**src/rtl/uart_alu_resp_packer_if.sv**
```systemverilog
// Handshake bundle for the UART ALU response packer.
//   Upstream (result side): valid_i, opcode_i, result_i in; ready_o out.
//   Downstream (UART TX side): data_o, valid_o out; ready_i in.
// The packer connects through the slave modport. The master modport serves the
// agent that plays both the ALU and the UART transmitter.
interface uart_alu_resp_packer_if #(
  parameter int unsigned RESULT_W = 64
);
  logic                valid_i;
  logic [7:0]          opcode_i;
  logic [RESULT_W-1:0] result_i;
  logic                ready_o;
  logic [7:0]          data_o;
  logic                valid_o;
  logic                ready_i;

  modport master (
    output valid_i, opcode_i, result_i, ready_i,
    input  ready_o, data_o, valid_o
  );

  modport slave (
    input  valid_i, opcode_i, result_i, ready_i,
    output ready_o, data_o, valid_o
  );
endinterface

```
**src/rtl/uart_alu_resp_packer.sv**
```systemverilog
// uart_alu_resp_packer: takes one ALU result and its opcode, then emits a
// response packet byte-by-byte to the UART TX stream:
//   opcode, 0x00, LEN[7:0], LEN[15:8], payload bytes LSB-first [, checksum]
// LEN counts every byte of the packet, including the header.
// Ports:
//   clk_i     clock, posedge
//   reset_ni  asynchronous active-low reset
//   bus       uart_alu_resp_packer_if.slave
//             valid_i/opcode_i/result_i/ready_o : result capture handshake
//             data_o/valid_o/ready_i            : TX byte handshake
// Optional feature: define UART_ALU_RESP_CHECKSUM_EN to append a trailing byte
// holding the XOR of all preceding packet bytes.
module uart_alu_resp_packer #(
  parameter int unsigned RESULT_W = 64
) (
  input  logic                   clk_i,
  input  logic                   reset_ni,
  uart_alu_resp_packer_if.slave  bus
);

  localparam int unsigned NBYTES = RESULT_W / 8;
`ifdef UART_ALU_RESP_CHECKSUM_EN
  localparam int unsigned CSUM_BYTES = 1;
`else
  localparam int unsigned CSUM_BYTES = 0;
`endif
  localparam int unsigned PKT_LEN  = 4 + NBYTES + CSUM_BYTES;
  localparam logic [15:0] LEN_W    = 16'(PKT_LEN);
  // Transfer index of the last payload byte.
  localparam logic [15:0] LAST_PAY = 16'(PKT_LEN - 1 - CSUM_BYTES);

  typedef enum logic [2:0] {
    S_IDLE = 3'd0,
    S_HDR  = 3'd1,
    S_RSVD = 3'd2,
    S_LENL = 3'd3,
    S_LENM = 3'd4,
    S_PAY  = 3'd5,
    S_CSUM = 3'd6
  } state_e;

  state_e              state_q, state_d;
  logic [7:0]          data_q, data_d;
  logic                valid_q, valid_d;
  logic                ready_q, ready_d;
  logic [15:0]         cnt_q, cnt_d;
  logic [RESULT_W-1:0] shift_q, shift_d;
  logic [RESULT_W-1:0] shift_nx;
  logic                xfer;
  logic                capture;
`ifdef UART_ALU_RESP_CHECKSUM_EN
  logic [7:0]          csum_q, csum_d;
`endif

  assign xfer     = valid_q & bus.ready_i;
  assign capture  = bus.valid_i & ready_q;
  assign shift_nx = shift_q >> 8;

  // State, output byte and payload registers.
  always_ff @(posedge clk_i or negedge reset_ni) begin
    if (!reset_ni) begin
      state_q <= S_IDLE;
      data_q  <= 8'h00;
      valid_q <= 1'b0;
      ready_q <= 1'b1;
      cnt_q   <= 16'h0000;
      shift_q <= '0;
`ifdef UART_ALU_RESP_CHECKSUM_EN
      csum_q  <= 8'h00;
`endif
    end else begin
      state_q <= state_d;
      data_q  <= data_d;
      valid_q <= valid_d;
      ready_q <= ready_d;
      cnt_q   <= cnt_d;
      shift_q <= shift_d;
`ifdef UART_ALU_RESP_CHECKSUM_EN
      csum_q  <= csum_d;
`endif
    end
  end

  // Next-state and next-output logic; each non-idle state advances on a transfer
  // and preloads the byte the following state presents.
  always_comb begin
    state_d = state_q;
    data_d  = data_q;
    valid_d = valid_q;
    cnt_d   = cnt_q;
    shift_d = shift_q;
`ifdef UART_ALU_RESP_CHECKSUM_EN
    csum_d  = csum_q;
    if (xfer) csum_d = csum_q ^ data_q;
`endif
    if (xfer) cnt_d = cnt_q + 16'd1;

    unique case (state_q)
      S_IDLE: begin
        valid_d = 1'b0;
        if (capture) begin
          state_d = S_HDR;
          data_d  = bus.opcode_i;
          valid_d = 1'b1;
          shift_d = bus.result_i;
          cnt_d   = 16'h0000;
`ifdef UART_ALU_RESP_CHECKSUM_EN
          csum_d  = 8'h00;
`endif
        end
      end
      S_HDR: begin
        if (xfer) begin
          state_d = S_RSVD;
          data_d  = 8'h00;
        end
      end
      S_RSVD: begin
        if (xfer) begin
          state_d = S_LENL;
          data_d  = LEN_W[7:0];
        end
      end
      S_LENL: begin
        if (xfer) begin
          state_d = S_LENM;
          data_d  = LEN_W[15:8];
        end
      end
      S_LENM: begin
        if (xfer) begin
          state_d = S_PAY;
          data_d  = shift_q[7:0];
        end
      end
      S_PAY: begin
        if (xfer) begin
          shift_d = shift_nx;
          if (cnt_q == LAST_PAY) begin
`ifdef UART_ALU_RESP_CHECKSUM_EN
            state_d = S_CSUM;
            data_d  = csum_q ^ data_q;
`else
            state_d = S_IDLE;
            valid_d = 1'b0;
`endif
          end else begin
            data_d = shift_nx[7:0];
          end
        end
      end
`ifdef UART_ALU_RESP_CHECKSUM_EN
      S_CSUM: begin
        if (xfer) begin
          state_d = S_IDLE;
          valid_d = 1'b0;
        end
      end
`endif
      default: begin
        state_d = S_IDLE;
        valid_d = 1'b0;
      end
    endcase

    // ready_o is a registered copy of (state == Idle).
    ready_d = (state_d == S_IDLE);
  end

  assign bus.ready_o = ready_q;
  assign bus.data_o  = data_q;
  assign bus.valid_o = valid_q;

endmodule

```
**src/flat_wrapper.sv**
```systemverilog
// flat-port wrapper written by rule: the top's interface ports become plain ports
module uart_alu_resp_packer_flat 
#(
  parameter int unsigned RESULT_W = 64
)
  (clk_i, reset_ni, bus_valid_i, bus_opcode_i, bus_result_i, bus_ready_i, bus_ready_o, bus_data_o, bus_valid_o);
  uart_alu_resp_packer_if #(.RESULT_W(RESULT_W)) bus_i ();
  input  logic clk_i;
  input  logic reset_ni;
  input wire logic [$bits(bus_i.valid_i)-1:0] bus_valid_i;
  input wire logic [$bits(bus_i.opcode_i)-1:0] bus_opcode_i;
  input wire logic [$bits(bus_i.result_i)-1:0] bus_result_i;
  input wire logic [$bits(bus_i.ready_i)-1:0] bus_ready_i;
  output wire logic [$bits(bus_i.ready_o)-1:0] bus_ready_o;
  output wire logic [$bits(bus_i.data_o)-1:0] bus_data_o;
  output wire logic [$bits(bus_i.valid_o)-1:0] bus_valid_o;
  assign bus_i.valid_i = bus_valid_i;
  assign bus_i.opcode_i = bus_opcode_i;
  assign bus_i.result_i = bus_result_i;
  assign bus_i.ready_i = bus_ready_i;
  assign bus_ready_o = bus_i.ready_o;
  assign bus_data_o = bus_i.data_o;
  assign bus_valid_o = bus_i.valid_o;
  uart_alu_resp_packer #(.RESULT_W(RESULT_W)) u_core (.clk_i(clk_i), .reset_ni(reset_ni), .bus(bus_i));
endmodule
```
**config.mk**
```make
export PLATFORM = sky130hd
export DESIGN_NAME = uart_alu_resp_packer_flat
export DESIGN_NICKNAME = d
export VERILOG_FILES = /design/src/rtl/uart_alu_resp_packer_if.sv /design/src/rtl/uart_alu_resp_packer.sv /design/src/flat_wrapper.sv
export SDC_FILE = /design/constraint.sdc
export NUM_CORES = 1
export LEC_CHECK = 0
export BUFFER_PORTS_ARGS = -buffer_cell sky130_fd_sc_hd__clkbuf_2
export CAP_MARGIN = 5
export CELL_PAD_IN_SITES_DETAIL_PLACEMENT = 0
export CELL_PAD_IN_SITES_GLOBAL_PLACEMENT = 1
export CORE_ASPECT_RATIO = 1.2
export CORE_MARGIN = 4
export CORE_UTILIZATION = 47
export CTS_BUF_LIST = sky130_fd_sc_hd__clkbuf_4 sky130_fd_sc_hd__clkbuf_8
export DETAILED_ROUTE_END_ITERATION = 8
export PLACE_DENSITY_LB_ADDON = 0.1
export RECOVER_POWER = 100
export SLEW_MARGIN = 20
export SYNTH_ARGS = -nofsm -noshare
export SYNTH_HDL_FRONTEND = slang
export SYNTH_SLANG_ARGS = --single-unit
```
**constraint.sdc**
```tcl
create_clock -name clk_i -period 5.3 [get_ports clk_i]
set_input_delay 1.06 -clock clk_i [delete_from_list [all_inputs] [get_ports clk_i]]
set_output_delay 1.06 -clock clk_i [all_outputs]
set_load 0.02 [all_outputs]
```
# Word-level counts from Yosys, hierarchy flattened

Cells that the tools add are included.

Flip-flop bits (word level): 93
Output and inout port bits: 10
Word-level logic and storage cells: 57

$add $sub $neg: 1
Equality and inequality tests: 13
Muxes and demuxes: 25
Bitwise gates (word level): 3
Reduce and logical (&&, ||, !) cells: 9

Operators by type and width:

| kind                                                                    | number |
|---|---|
| 64-bit two-way mux                                                      | 2 |
| 64-bit case mux with 2 select lines                                     | 1 |
| 16-bit two-way mux                                                      | 3 |
| 8-bit two-way mux                                                       | 6 |
| 8-bit case mux with 5 select lines                                      | 1 |
| 3-bit two-way mux                                                       | 7 |
| 3-bit case mux with 6 select lines                                      | 1 |
| 16-bit by 1-bit adder with 16-bit output, second input constant         | 1 |
| 16-bit by 4-bit == test with 1-bit output, second input constant        | 1 |
| 2-bit by 1-bit inequality test with 1-bit output, second input constant | 6 |
| 7-bit AND reduction                                                     | 1 |
| 3-bit by 2-bit == test with 1-bit output, second input constant         | 2 |
| 3-bit == test, second input constant                                    | 2 |
| 3-bit logical NOT                                                       | 2 |
| 3-bit AND reduction                                                     | 2 |
| 5-bit nonzero test                                                      | 1 |
| 4-bit OR reduction                                                      | 1 |
| 3-bit by 1-bit == test with 1-bit output, second input constant         | 1 |
| 1-bit two-way mux                                                       | 3 |
| 1-bit case mux with 3 select lines                                      | 1 |
| 1-bit bitwise AND                                                       | 2 |
| 2-bit inequality test, second input constant                            | 1 |
| 2-bit nonzero test                                                      | 1 |
| 2-bit OR reduction                                                      | 1 |
| 1-bit inverter                                                          | 1 |

# Longest topological paths before layout

Gate-level depths: netlist of the first run.

Depth in word-level cells: 5
Mapped depth: 7
Gate-level depth less buffers: 5

# Worst setup path before layout of the first run

No wires, ideal clock.

Path kind: input to register
From: in bus_ready_i
To: reg u_core.cnt_q[14]
Arrival: 2.313 ns
Setup slack: 2.910 ns
Cell stages on the path: 5
Buffers on the path: 1
Cell sequence: buf_2 > nand3_1 > or4_1 > or3_1 > a21oi_1

Longest elaborated chain between the ends: 4

RTL lines:

| element                    | line                        | RTL |
|---|---|---|
| start: declaration         | flat_wrapper.sv:13          | `input wire logic [$bits(bus_i.ready_i)-1:0] bus_ready_i;` |
| 1-bit bitwise AND *        | uart_alu_resp_packer.sv:55  | `assign xfer = valid_q & bus.ready_i;` |
| 16-bit two-way mux *       | uart_alu_resp_packer.sv:96  | `if (xfer) cnt_d = cnt_q + 16'd1;` |
| 16-bit two-way mux         | uart_alu_resp_packer.sv:101 | `if (capture) begin` |
| 16-bit two-way mux *       | uart_alu_resp_packer.sv:98  | `unique case (state_q)` |
| named net u_core.cnt_d[14] | uart_alu_resp_packer.sv:46  | `logic [15:0] cnt_q, cnt_d;` |
| end signal: assignment     | uart_alu_resp_packer.sv:76  | `cnt_q <= cnt_d;` |
| end: declaration           | uart_alu_resp_packer.sv:46  |  |

The timed path passes the listed nets; every way through them passes the cells marked *.
A chain may end at the register's enable or synchronous reset.

# Final worst setup path of the first run

From: reg u_core.state_q[2]
To: reg u_core.shift_q[62]

Longest elaborated chain between the ends: 3
Elaborated cells on any way between the ends: 7
Classes of those cells: eq/ne (3); mux (1); reduce/logical (3)

RTL lines:

| element                                                                                          | line                       | RTL |
|---|---|---|
| start: declaration                                                                               | uart_alu_resp_packer.sv:42 | `state_e state_q, state_d;` |
| start signal: assignment                                                                         | uart_alu_resp_packer.sv:72 | `state_q <= state_d;` |
| 3-bit == test or 3-bit logical NOT (tied branches)                                               | uart_alu_resp_packer.sv:98 |  |
| 2-bit by 1-bit inequality test with 1-bit output (no line) or 2-bit nonzero test (tied branches) | -                          |  |
| 3-bit AND reduction (no line)                                                                    | -                          |  |
| end signal: assignment                                                                           | uart_alu_resp_packer.sv:77 | `shift_q <= shift_d;` |
| end: declaration                                                                                 | uart_alu_resp_packer.sv:47 | `logic [RESULT_W-1:0] shift_q, shift_d;` |

Parallel ways exist; a longest one is shown, timed or not.

==> impl_metrics.env, run 1 <==
export IMPL_core_area_mm2=0.00952
export IMPL_wl_per_cell_um=15.7
export IMPL_max_slew_margin_pct=-52.4
export IMPL_grt_pass1_vias=3443
export IMPL_grtUsageTotal_pct=18.4
export IMPL_first_pass_iters=4
export IMPL_synth_distinct_cells=39
export IMPL_synth_area_leaders="dfrtp_1 (50%), mux2i_1 (14%), a21oi_1 (7.2%), nor2_1 (5.8%), o21ai_0 (2.7%)"
export IMPL_place_hpwl_um=7100
export IMPL_synthArstFlopShare_pct=100
export IMPL_finalSetupTns_ns=0
export IMPL_grt_pass1_wl_um=16600
export IMPL_fmax_mhz=281
export IMPL_cts_tree="built"
export IMPL_synth_compound_area_share_pct=12.9
export IMPL_setup_ws_ns=1.74
export IMPL_vdd_ir_drop_worst_mv=0.198
export IMPL_holdBufCountCts=0
export IMPL_setup_viol=0
export IMPL_synth_most_common_cell="dfrtp_1"
export IMPL_numCtsBuffers=9
export IMPL_post_place_ws_ns=2.35
export IMPL_drc=0
export IMPL_cts_sinks=93
export IMPL_clk_pin_slew_ns=0.09
export IMPL_antenna_found_initial=0
export IMPL_fin_nets=609
export IMPL_synthMuxAreaShare_pct=15.5
export IMPL_clock_skew_ns=0.0111
export IMPL_yosys_area_top_type="dfrtp_1"
export IMPL_critPathLaunchType="flip-flop"
export IMPL_drive_gt1_share_pct=19.4
export IMPL_initial_utilization_pct=48.1
export IMPL_synth_common_cells="dfrtp_1 (92), nor2_1 (71), a21oi_1 (66), mux2i_1 (64), o21ai_0 (25)"
export IMPL_drv_cap=2
export IMPL_die_area_mm2=0.0114
export IMPL_synth_cell_area_mm2=0.00458
export IMPL_root_buffer="clkbuf_8"
export IMPL_grt_setup_unrepaired="no"
export IMPL_avgSynthCellArea_um2=9.77
export IMPL_via_per_inst=5.34
export IMPL_ys_seq_elements=93
export IMPL_synth_top_family_by_area="multiplexers"
export IMPL_synthAdderAreaFrac_pct=0.273
export IMPL_num_rows=39
export IMPL_hold_viol=0
export IMPL_vias=3523
export IMPL_ant_nets=0
export IMPL_diodes=0
export IMPL_synth_edf_count=0
export IMPL_cp_max_fo=128
export IMPL_area_delta_synth_final_pct=13.7
export IMPL_regArea_mm2=0.00233
export IMPL_cts_setup_buffers=0
export IMPL_fill_cells=910
export IMPL_wl_um=10300
export IMPL_clk_latency_ns=0.36
export IMPL_synth_xor_area_share_pct=2.10
export IMPL_synth_simple_area_share_pct=14.0
export IMPL_ys_warn_count=0
export IMPL_netlist_area_leader_share_pct=50.3
export IMPL_gp_congestion=0.782
export IMPL_dp_cells=644
export IMPL_drt_iter0_drc=187
export IMPL_fin_cells=660
export IMPL_cp_arrival_ns=3.70
export IMPL_clock_path_buffers=2
export IMPL_cts_resized_gates=0
export IMPL_finalCriticalPeriod_ns=3.56
export IMPL_seq_area_frac_synth_pct=50.8
export IMPL_worstSetupEndpointType="flip-flop"
export IMPL_synthCells=469
export IMPL_fp_dieW_um=98.1
export IMPL_leakage_nw=2.66
export IMPL_multi_input_area_mm2=0.00207
export IMPL_grt_max_degree=129
export IMPL_hold_path_class="flip-flop to flip-flop"
export IMPL_port_buffers=85
export IMPL_grt_ovfl_total=0
export IMPL_yosys_most_used_dff="dfrtp_1"
export IMPL_pwr_density_cell_mw_per_mm2=463
export IMPL_synth_fp_nets=546
export IMPL_crit_type="flip-flop to flip-flop"
export IMPL_cts_max_level=3
export IMPL_period_share_pct=67.2
export IMPL_status="finished, violations left"
export IMPL_worst_slew_pin_slew_ns=2.29
export IMPL_slew_violations=164
export IMPL_violations="capacitance limit, slew limit"
export IMPL_die_h_um=116
export IMPL_ioPinCount=86
export IMPL_required_ns=5.44
cells by family (layout without fill, tap and decap cells):
group / count (synthesis) / in the layout
xor+xnor: 11 / 11
compound gates: 107 / 107
simple gates: 139 / 139
mux: 70 / 70
fa+ha+maj: 1 / 1
buf+inv: 48 / 116
flops: 93 / 93
per-stage QoR:
step	total power, mW	hold WS, ns	utilization (%)	area [um2]
floorplan	1.76	0.495	-	4580
global placement	1.96	0.495	53.0	5040
detailed placement	1.99	0.500	53.0	5040
CTS	2.45	0.522	55.0	5230
global route	2.61	0.544	54.8	5210
finish	2.41	0.515	54.8	5210
final timing paths:
path                                      start                    to  slack (ns)  depth (start not counted)
min in group asynchronous              reset_ni  u_core.bus.data_o[5]        0.76                          1
min                        u_core.bus.data_o[5]  u_core.bus.data_o[5]        0.51                          1
max                           u_core.state_q[2]    u_core.shift_q[62]        1.74                          4
min reg2reg                u_core.bus.data_o[5]  u_core.bus.data_o[5]        0.51                          1
max in group asynchronous              reset_ni     u_core.shift_q[2]        2.35                          2
max reg2reg                   u_core.state_q[2]    u_core.shift_q[62]        1.74                          4
worst max-delay path, cell delays in order (launching register included):
cell and delay, ns:
dfrtp_1 0.93, nand4_1 0.28, a21oi_4 0.18, clkbuf_2 1.62
o21ai_0 0.25
power by group:
| part | leakage (nW) | internal [mW] | switching (mW) | total [mW] |
|---|---|---|---|---|
| clock | 0.0925 | 0.207 | 0.249 | 0.456 |
| combinational | 1.43 | 0.328 | 0.357 | 0.685 |
| sequential | 1.14 | 1.02 | 0.250 | 1.27 |
| total | 2.66 | 1.56 | 0.856 | 2.41 |
state kept, by name (all words and copies together), names as in the netlist:
register / count
u_core.bus.data_o: 8
u_core.bus.ready_o: 1
u_core.bus.valid_o: 1
u_core.cnt_q: 16
u_core.shift_q: 64
u_core.state_q: 3
cell type report:
cell class	instances	area share [%]
Timing Repair Buffer	87	8.14
Clock buffer	13	3.19
Tap cell	123	2.95
Clock inverter	3	0.384
Multi-Input combinational cell	328	39.7
Sequential cell	93	44.7
Inverter	13	0.937
cells in the final DEF (no fill, tap or decap), types with 2 or more instances in the layout:
cell type,synthesis,layout
clkbuf_1,17,11
clkbuf_8,0,11
mux2_2,6,6
nor3_1,7,7
o22a_1,3,3
nand2_1,20,19
xnor2_1,8,8
dfrtp_1,92,92
clkbuf_4,0,2
o221ai_1,2,2
nand3_1,14,14
clkinvlp_4,0,2
or3_1,5,5
xor2_1,3,3
nor2_1,71,71
mux2i_1,64,64
inv_1,13,13
nand4_1,6,6
and2_1,2,2
nand4bb_1,2,2
clkbuf_2,0,75
o21ai_0,25,25
nor4_1,3,3
a21oi_1,66,65
nor2b_1,2,2
a2bb2oi_1,6,6
metal layers:
| layer | wire, um | global-route usage [%] | vias to the layer above |
|---|---|---|---|
| li1 | - | - | 1763 |
| met1 | 4390 | 22.6 | 1677 |
| met2 | 5300 | 32.2 | 71 |
| met3 | 468 | 4.48 | 12 |
| met4 | 170 | 6.28 | 0 |
| met5 | 0 | 0 | - |
No activity file was read; power rests on OpenSTA's default activity.
==> inputs of run 2 (changes only) <==
--- a/config.mk
+++ b/config.mk
@@ -5,13 +5,14 @@
 export SDC_FILE = /design/constraint.sdc
 export NUM_CORES = 1
 export LEC_CHECK = 0
+export ABC_AREA = 1
 export BUFFER_PORTS_ARGS = -buffer_cell sky130_fd_sc_hd__clkbuf_2
 export CAP_MARGIN = 5
 export CELL_PAD_IN_SITES_DETAIL_PLACEMENT = 0
 export CELL_PAD_IN_SITES_GLOBAL_PLACEMENT = 1
 export CORE_ASPECT_RATIO = 1.2
 export CORE_MARGIN = 4
-export CORE_UTILIZATION = 47
+export CORE_UTILIZATION = 39
 export CTS_BUF_LIST = sky130_fd_sc_hd__clkbuf_4 sky130_fd_sc_hd__clkbuf_8
 export DETAILED_ROUTE_END_ITERATION = 8
 export PLACE_DENSITY_LB_ADDON = 0.1
==> constraint.sdc (replaced) <==
create_clock -name clk_i -period 2.9 [get_ports clk_i]
set_input_delay 0.58 -clock clk_i [delete_from_list [all_inputs] [get_ports clk_i]]
set_output_delay 0.58 -clock clk_i [all_outputs]
set_load 0.02 [all_outputs]
==> impl_metrics.env, run 2 <==
export IMPL_status="completed"
export IMPL_setup_viol=0
export IMPL_drv_cap=0
export IMPL_ys_warn_count=0
export IMPL_cp_common_cell="nand2_1"
export IMPL_ioPinCount=86
export IMPL_worst_slew_pin_slew_ns=1.39
export IMPL_leakage_nw=3.03
export IMPL_multi_input_area_mm2=0.00204
export IMPL_regArea_mm2=0.00233
export IMPL_finalSetupTns_ns=0
export IMPL_drt_iter0_drc=172
export IMPL_synth_area_leaders="dfrtp_1 (49%), nand2_1 (13%), mux2i_1 (10%), o21ai_0 (5.4%), nor2_1 (3.4%)"
export IMPL_cts_tree="built"
export IMPL_clock_skew_ns=0.00591
export IMPL_crit_chain="nor2_4 -> nand2_1 -> nand2_1 -> nand3_2 -> clkbuf_2 -> nand2_1 -> o21ai_0"
export IMPL_slew_violations=0
export IMPL_cts_max_level=3
export IMPL_synth_distinct_cells=30
export IMPL_clk_pin_slew_ns=0.09
export IMPL_diodes=0
export IMPL_drc=0
export IMPL_fin_nets=706
export IMPL_cts_resized_gates=0
export IMPL_wl_per_cell_um=14.5
export IMPL_worstSetupEndpointType="flip-flop"
export IMPL_clock_path_buffers=2
export IMPL_antenna_found_initial=0
export IMPL_initial_utilization_pct=40.2
export IMPL_synth_most_common_cell="nand2_1"
export IMPL_grt_ovfl_total=0
export IMPL_crit_type="flip-flop to flip-flop"
export IMPL_fill_cells=1247
export IMPL_gp_congestion=0.837
export IMPL_synthCells=552
export IMPL_yosys_area_top_type="dfrtp_1"
export IMPL_synthArstFlopShare_pct=100
export IMPL_cts_sinks=93
export IMPL_required_ns=3.12
export IMPL_grt_pass1_vias=3799
export IMPL_grt_pass1_wl_um=18900
export IMPL_synth_common_cells="nand2_1 (160), dfrtp_1 (92), o21ai_0 (51), mux2i_1 (48), nor2_1 (43)"
export IMPL_hold_viol=0
export IMPL_die_area_mm2=0.0139
export IMPL_holdBufCountCts=0
export IMPL_core_area_mm2=0.0117
export IMPL_area_delta_synth_final_pct=14.8
export IMPL_vias=3837
export IMPL_critical_path_max_stage_delay_ns=0.51
export IMPL_hold_path_class="input port to asynchronous set/reset pin"
export IMPL_cp_slowest_cell="dfrtp_1"
export IMPL_place_hpwl_um=8340
export IMPL_wl_um=11500
export IMPL_critPathLaunchType="flip-flop"
export IMPL_synth_fp_nets=629
export IMPL_netlist_area_leader_share_pct=49.0
export IMPL_synth_edf_count=0
export IMPL_yosys_most_used_dff="dfrtp_1"
export IMPL_first_pass_iters=4
export IMPL_grtUsageTotal_pct=17.3
export IMPL_layout_commonest_cell="nand2_1"
export IMPL_grt_max_degree=65
export IMPL_cp_arrival_ns=2.48
export IMPL_grt_setup_unrepaired="no"
export IMPL_via_per_inst=4.85
export IMPL_cts_setup_buffers=0
export IMPL_pwr_density_cell_mw_per_mm2=967
export IMPL_max_slew_margin_pct=7.04
export IMPL_num_rows=43
export IMPL_ys_seq_elements=93
export IMPL_ant_nets=0
export IMPL_seq_area_frac_synth_pct=49.6
export IMPL_drive_gt1_share_pct=16.6
export IMPL_fp_dieW_um=108
export IMPL_die_h_um=128
export IMPL_avgSynthCellArea_um2=8.51
export IMPL_fmax_mhz=443
export IMPL_finalCriticalPeriod_ns=2.26
export IMPL_numCtsBuffers=9
export IMPL_largest_reg_flops=64
export IMPL_port_buffers=85
export IMPL_regMostFlops="u_core.shift_q"
export IMPL_cp_max_fo=29
export IMPL_synth_cell_area_mm2=0.00470
export IMPL_root_buffer="clkbuf_8"
export IMPL_vdd_ir_drop_worst_mv=0.498
export IMPL_period_share_pct=77.9
export IMPL_most_common_layout_cells="nand2_1 (160), dfrtp_1 (92), clkbuf_2 (76)"
export IMPL_clk_latency_ns=0.35
export IMPL_utilization_pct=46.2
[run 2: cell count changes after synthesis, moves of 21 or more]
cell and change:
nand2_1 +140, a21oi_1 -60, nor2_1 -28, o21ai_0 +26
inv_1 +24, o21ai_1 +21
[run 2: report_power, final]
part	internal, mW	switching (mW)	leakage, nW
registers	1.87	0.357	1.17
clock network	0.461	0.462	0.110
logic	0.713	1.35	1.75
total	3.05	2.17	3.03
[run 2: logic make-up after synthesis]
kind of cell	synth area share (%)
xor gates and xnor gates	0.559
DFF	49.6
and+or+nand+nor	23.4
buffers and inverters	6.84
AOI/OAI and AO/OA	9.13
adders and majority gates	0.266
muxes	10.2
[run 2: cell type report]
class	count	share of cell area, %
well taps	157	3.64
repair buffers	91	8.61
multi-input cells	394	37.8
clock buffers	12	2.95
flip-flops and latches	93	43.2
clock inverters	4	1.04
inverters	40	2.78
[run 2: routing by layer]
layer	global-route usage (%)	routed length, um	up-vias
met2	29.4	5890	63
met3	4.08	533	6
met5	0	0	-
met1	22.1	4960	1799
li1	-	-	1969
met4	4.68	82	0
[run 2: worst max-delay path: cells and delay by family (launching register included)]
kind | cells | cell delay [ns]
AOI/OAI and AO/OA | 1 | 0.09
buffers and inverters | 1 | 0.45
DFF | 1 | 0.51
and+or+nand+nor | 5 | 1.07
[run 2: stage by stage]
| stage | power [mW] | cell area, um2 | instances | worst slack, ns | hold slack (ns) |
|---|---|---|---|---|---|
| 2_1_floorplan | 3.93 | 4700 | 552 | 1.31 | 0.284 |
| 3_3_place_gp | 4.39 | 5240 | 775 | 0.790 | 0.466 |
| 3_5_place_dp | 4.45 | 5240 | 775 | 0.754 | 0.472 |
| 4_1_cts | 5.39 | 5460 | 791 | 0.822 | 0.209 |
| 5_1_grt | 5.73 | 5390 | 791 | 0.342 | 0.205 |
| 6_report | 5.22 | 5390 | 791 | 0.640 | 0.195 |
[run 2: worst paths after layout]
path / slack (ns) / to / depth (start not counted) / from
setup / recovery: 0.64 / u_core.shift_q[52] / 7 / u_core.state_q[0]
setup reg to reg: 0.64 / u_core.shift_q[52] / 7 / u_core.state_q[0]
min in group clk_i: 0.45 / u_core.shift_q[61] / 3 / bus_result_i[61]
hold / removal: 0.19 / u_core.cnt_q[7] / 1 / reset_ni
max in group asynchronous: 0.96 / u_core.cnt_q[0] / 2 / reset_ni
hold reg to reg: 0.49 / u_core.shift_q[24] / 2 / u_core.shift_q[24]
==> inputs of run 3 (changes only) <==
--- a/config.mk
+++ b/config.mk
@@ -12,7 +12,7 @@
 export CELL_PAD_IN_SITES_GLOBAL_PLACEMENT = 1
 export CORE_ASPECT_RATIO = 1.2
 export CORE_MARGIN = 4
-export CORE_UTILIZATION = 39
+export CORE_UTILIZATION = 43
 export CTS_BUF_LIST = sky130_fd_sc_hd__clkbuf_4 sky130_fd_sc_hd__clkbuf_8
 export DETAILED_ROUTE_END_ITERATION = 8
 export PLACE_DENSITY_LB_ADDON = 0.1
==> constraint.sdc (replaced) <==
create_clock -name clk_i -period 2.2 [get_ports clk_i]
set_input_delay 0.44 -clock clk_i [delete_from_list [all_inputs] [get_ports clk_i]]
set_output_delay 0.44 -clock clk_i [all_outputs]
set_load 0.02 [all_outputs]
==> impl_metrics.env, run 3 (synthesis results as in run 2) <==
export IMPL_status="completed"
export IMPL_holdBufCountCts=1
export IMPL_wl_um=10800
export IMPL_grtUsageTotal_pct=18.3
export IMPL_cts_sinks=93
export IMPL_area_delta_synth_final_pct=16.1
export IMPL_first_pass_iters=4
export IMPL_fin_nets=712
export IMPL_core_area_mm2=0.0106
export IMPL_r2r_slack_ns=0.35
export IMPL_rr_startpoint="u_core.state_q[0]"
export IMPL_cp_depth=5
export IMPL_drive_gt1_share_pct=17.3
export IMPL_place_hpwl_um=8100
export IMPL_clock_path_buffers=2
export IMPL_drv_cap=0
export IMPL_cts_max_level=3
export IMPL_hold_viol=0
export IMPL_die_h_um=123
export IMPL_leakage_nw=3.07
export IMPL_hold_path_class="input port to flip-flop"
export IMPL_initial_utilization_pct=44.2
export IMPL_critPathLaunchType="flip-flop"
export IMPL_port_buffers=85
export IMPL_grt_setup_unrepaired="no"
export IMPL_max_slew_margin_pct=33.3
export IMPL_num_rows=41
export IMPL_regMostFlops="u_core.shift_q"
export IMPL_cts_setup_buffers=0
export IMPL_crit_chain="nor2_4 -> nand3_2 -> nand3_4 -> buf_4 -> o21ai_0"
export IMPL_diodes=0
export IMPL_pwr_density_cell_mw_per_mm2=1270
export IMPL_fmax_mhz=542
export IMPL_fp_dieW_um=103
export IMPL_cp_buffers_inverters=1
export IMPL_root_buffer="clkbuf_8"
export IMPL_grt_pass1_vias=3790
export IMPL_die_area_mm2=0.0127
export IMPL_most_common_layout_cells="nand2_1 (160), dfrtp_1 (92), clkbuf_2 (75)"
export IMPL_ant_nets=0
export IMPL_period_share_pct=83.9
export IMPL_finalPower_mw=6.91
export IMPL_largest_reg_flops=64
export IMPL_r2r_end="u_core.shift_q[0]"
export IMPL_worst_slew_pin_slew_ns=1.00
export IMPL_cp_slowest_cell="dfrtp_1"
export IMPL_clk_latency_ns=0.36
export IMPL_worstSetupEndpointType="flip-flop"
export IMPL_grt_pass1_wl_um=18000
export IMPL_layout_commonest_cell="nand2_1"
export IMPL_via_per_inst=4.98
export IMPL_drc=0
export IMPL_setup_viol=0
export IMPL_finalSetupTns_ns=0
export IMPL_crit_type="flip-flop to flip-flop"
export IMPL_critPathLaunch="u_core.state_q[0]"
export IMPL_drt_iter0_drc=182
export IMPL_vias=3833
export IMPL_numCtsBuffers=9
export IMPL_antenna_found_initial=0
export IMPL_clk_pin_slew_ns=0.09
export IMPL_vdd_ir_drop_worst_mv=0.783
export IMPL_finalCriticalPeriod_ns=1.85
export IMPL_grt_max_degree=72
export IMPL_grt_ovfl_total=0
export IMPL_clock_skew_ns=0.00747
export IMPL_slew_violations=0
export IMPL_cp_arrival_ns=2.08
export IMPL_gp_congestion=0.859
export IMPL_critical_path_max_stage_delay_ns=0.53
export IMPL_wl_per_cell_um=14.0
export IMPL_cts_resized_gates=0
export IMPL_ff2ff_path_depth=5
export IMPL_cp_max_fo=57
export IMPL_cts_tree="built"
export IMPL_endpoint="u_core.shift_q[0]"
export IMPL_ioPinCount=86
export IMPL_required_ns=2.43
export IMPL_cpLargestDelayFamily="simple AND/OR/NAND/NOR gates"
run 3: where the power goes:
group          internal (mW)  leakage (nW)  switching (mW)  total, mW
clock                  0.646         0.110           0.626       1.27
sequential              2.47          1.17           0.428       2.90
combinational          0.968          1.78            1.78       2.74
run 3: metal layers:
layer	vias up	track usage, %	wire [um]
met1	1765	23.5	4610
met2	67	30.3	5520
li1	1989	-	-
met4	0	6.32	155
met5	-	0	0
met3	12	3.98	505
run 3: how the worst min path moves through the flow:
stage                     startpoint                    to  slack, ns  depth (start not counted)
finish              bus_result_i[60]    u_core.shift_q[60]       0.30                          3
global route        bus_result_i[60]    u_core.shift_q[60]       0.29                          3
CTS                 bus_result_i[58]    u_core.shift_q[58]       0.28                          3
detailed placement          reset_ni       u_core.cnt_q[8]       0.33                          1
global placement            reset_ni       u_core.cnt_q[3]       0.32                          1
floorplan                   reset_ni  u_core.bus.data_o[0]       0.14                          0
run 3: area by class of cell:
type | count | area, um2
Clock buffer | 9 | 124
Multi-Input combinational cell | 394 | 2060
Timing Repair Buffer | 97 | 532
Inverter | 40 | 150
Fill cell | 1068 | 5160
Clock inverter | 7 | 98.8
Tap cell | 129 | 161
Sequential cell | 93 | 2330
run 3: tightest hold or removal path, cell delays in order:
cell	delay, ns
clkbuf_2	0.08
nand2_1	0.05
o21ai_1	0.06
run 3: stage by stage:
| step | setup WS, ns | hold WS, ns | std cells | area (um2) | utilization (%) |
|---|---|---|---|---|---|
| global placement | 0.515 | 0.322 | 752 | 5270 | 49.6 |
| floorplan | 0.654 | 0.144 | 552 | 4700 | - |
| CTS | 0.478 | 0.275 | 769 | 5500 | 51.8 |
| global route | 0.152 | 0.295 | 769 | 5460 | 51.4 |
| detailed placement | 0.497 | 0.325 | 752 | 5270 | 49.6 |
| finish | 0.354 | 0.300 | 769 | 5460 | 51.4 |
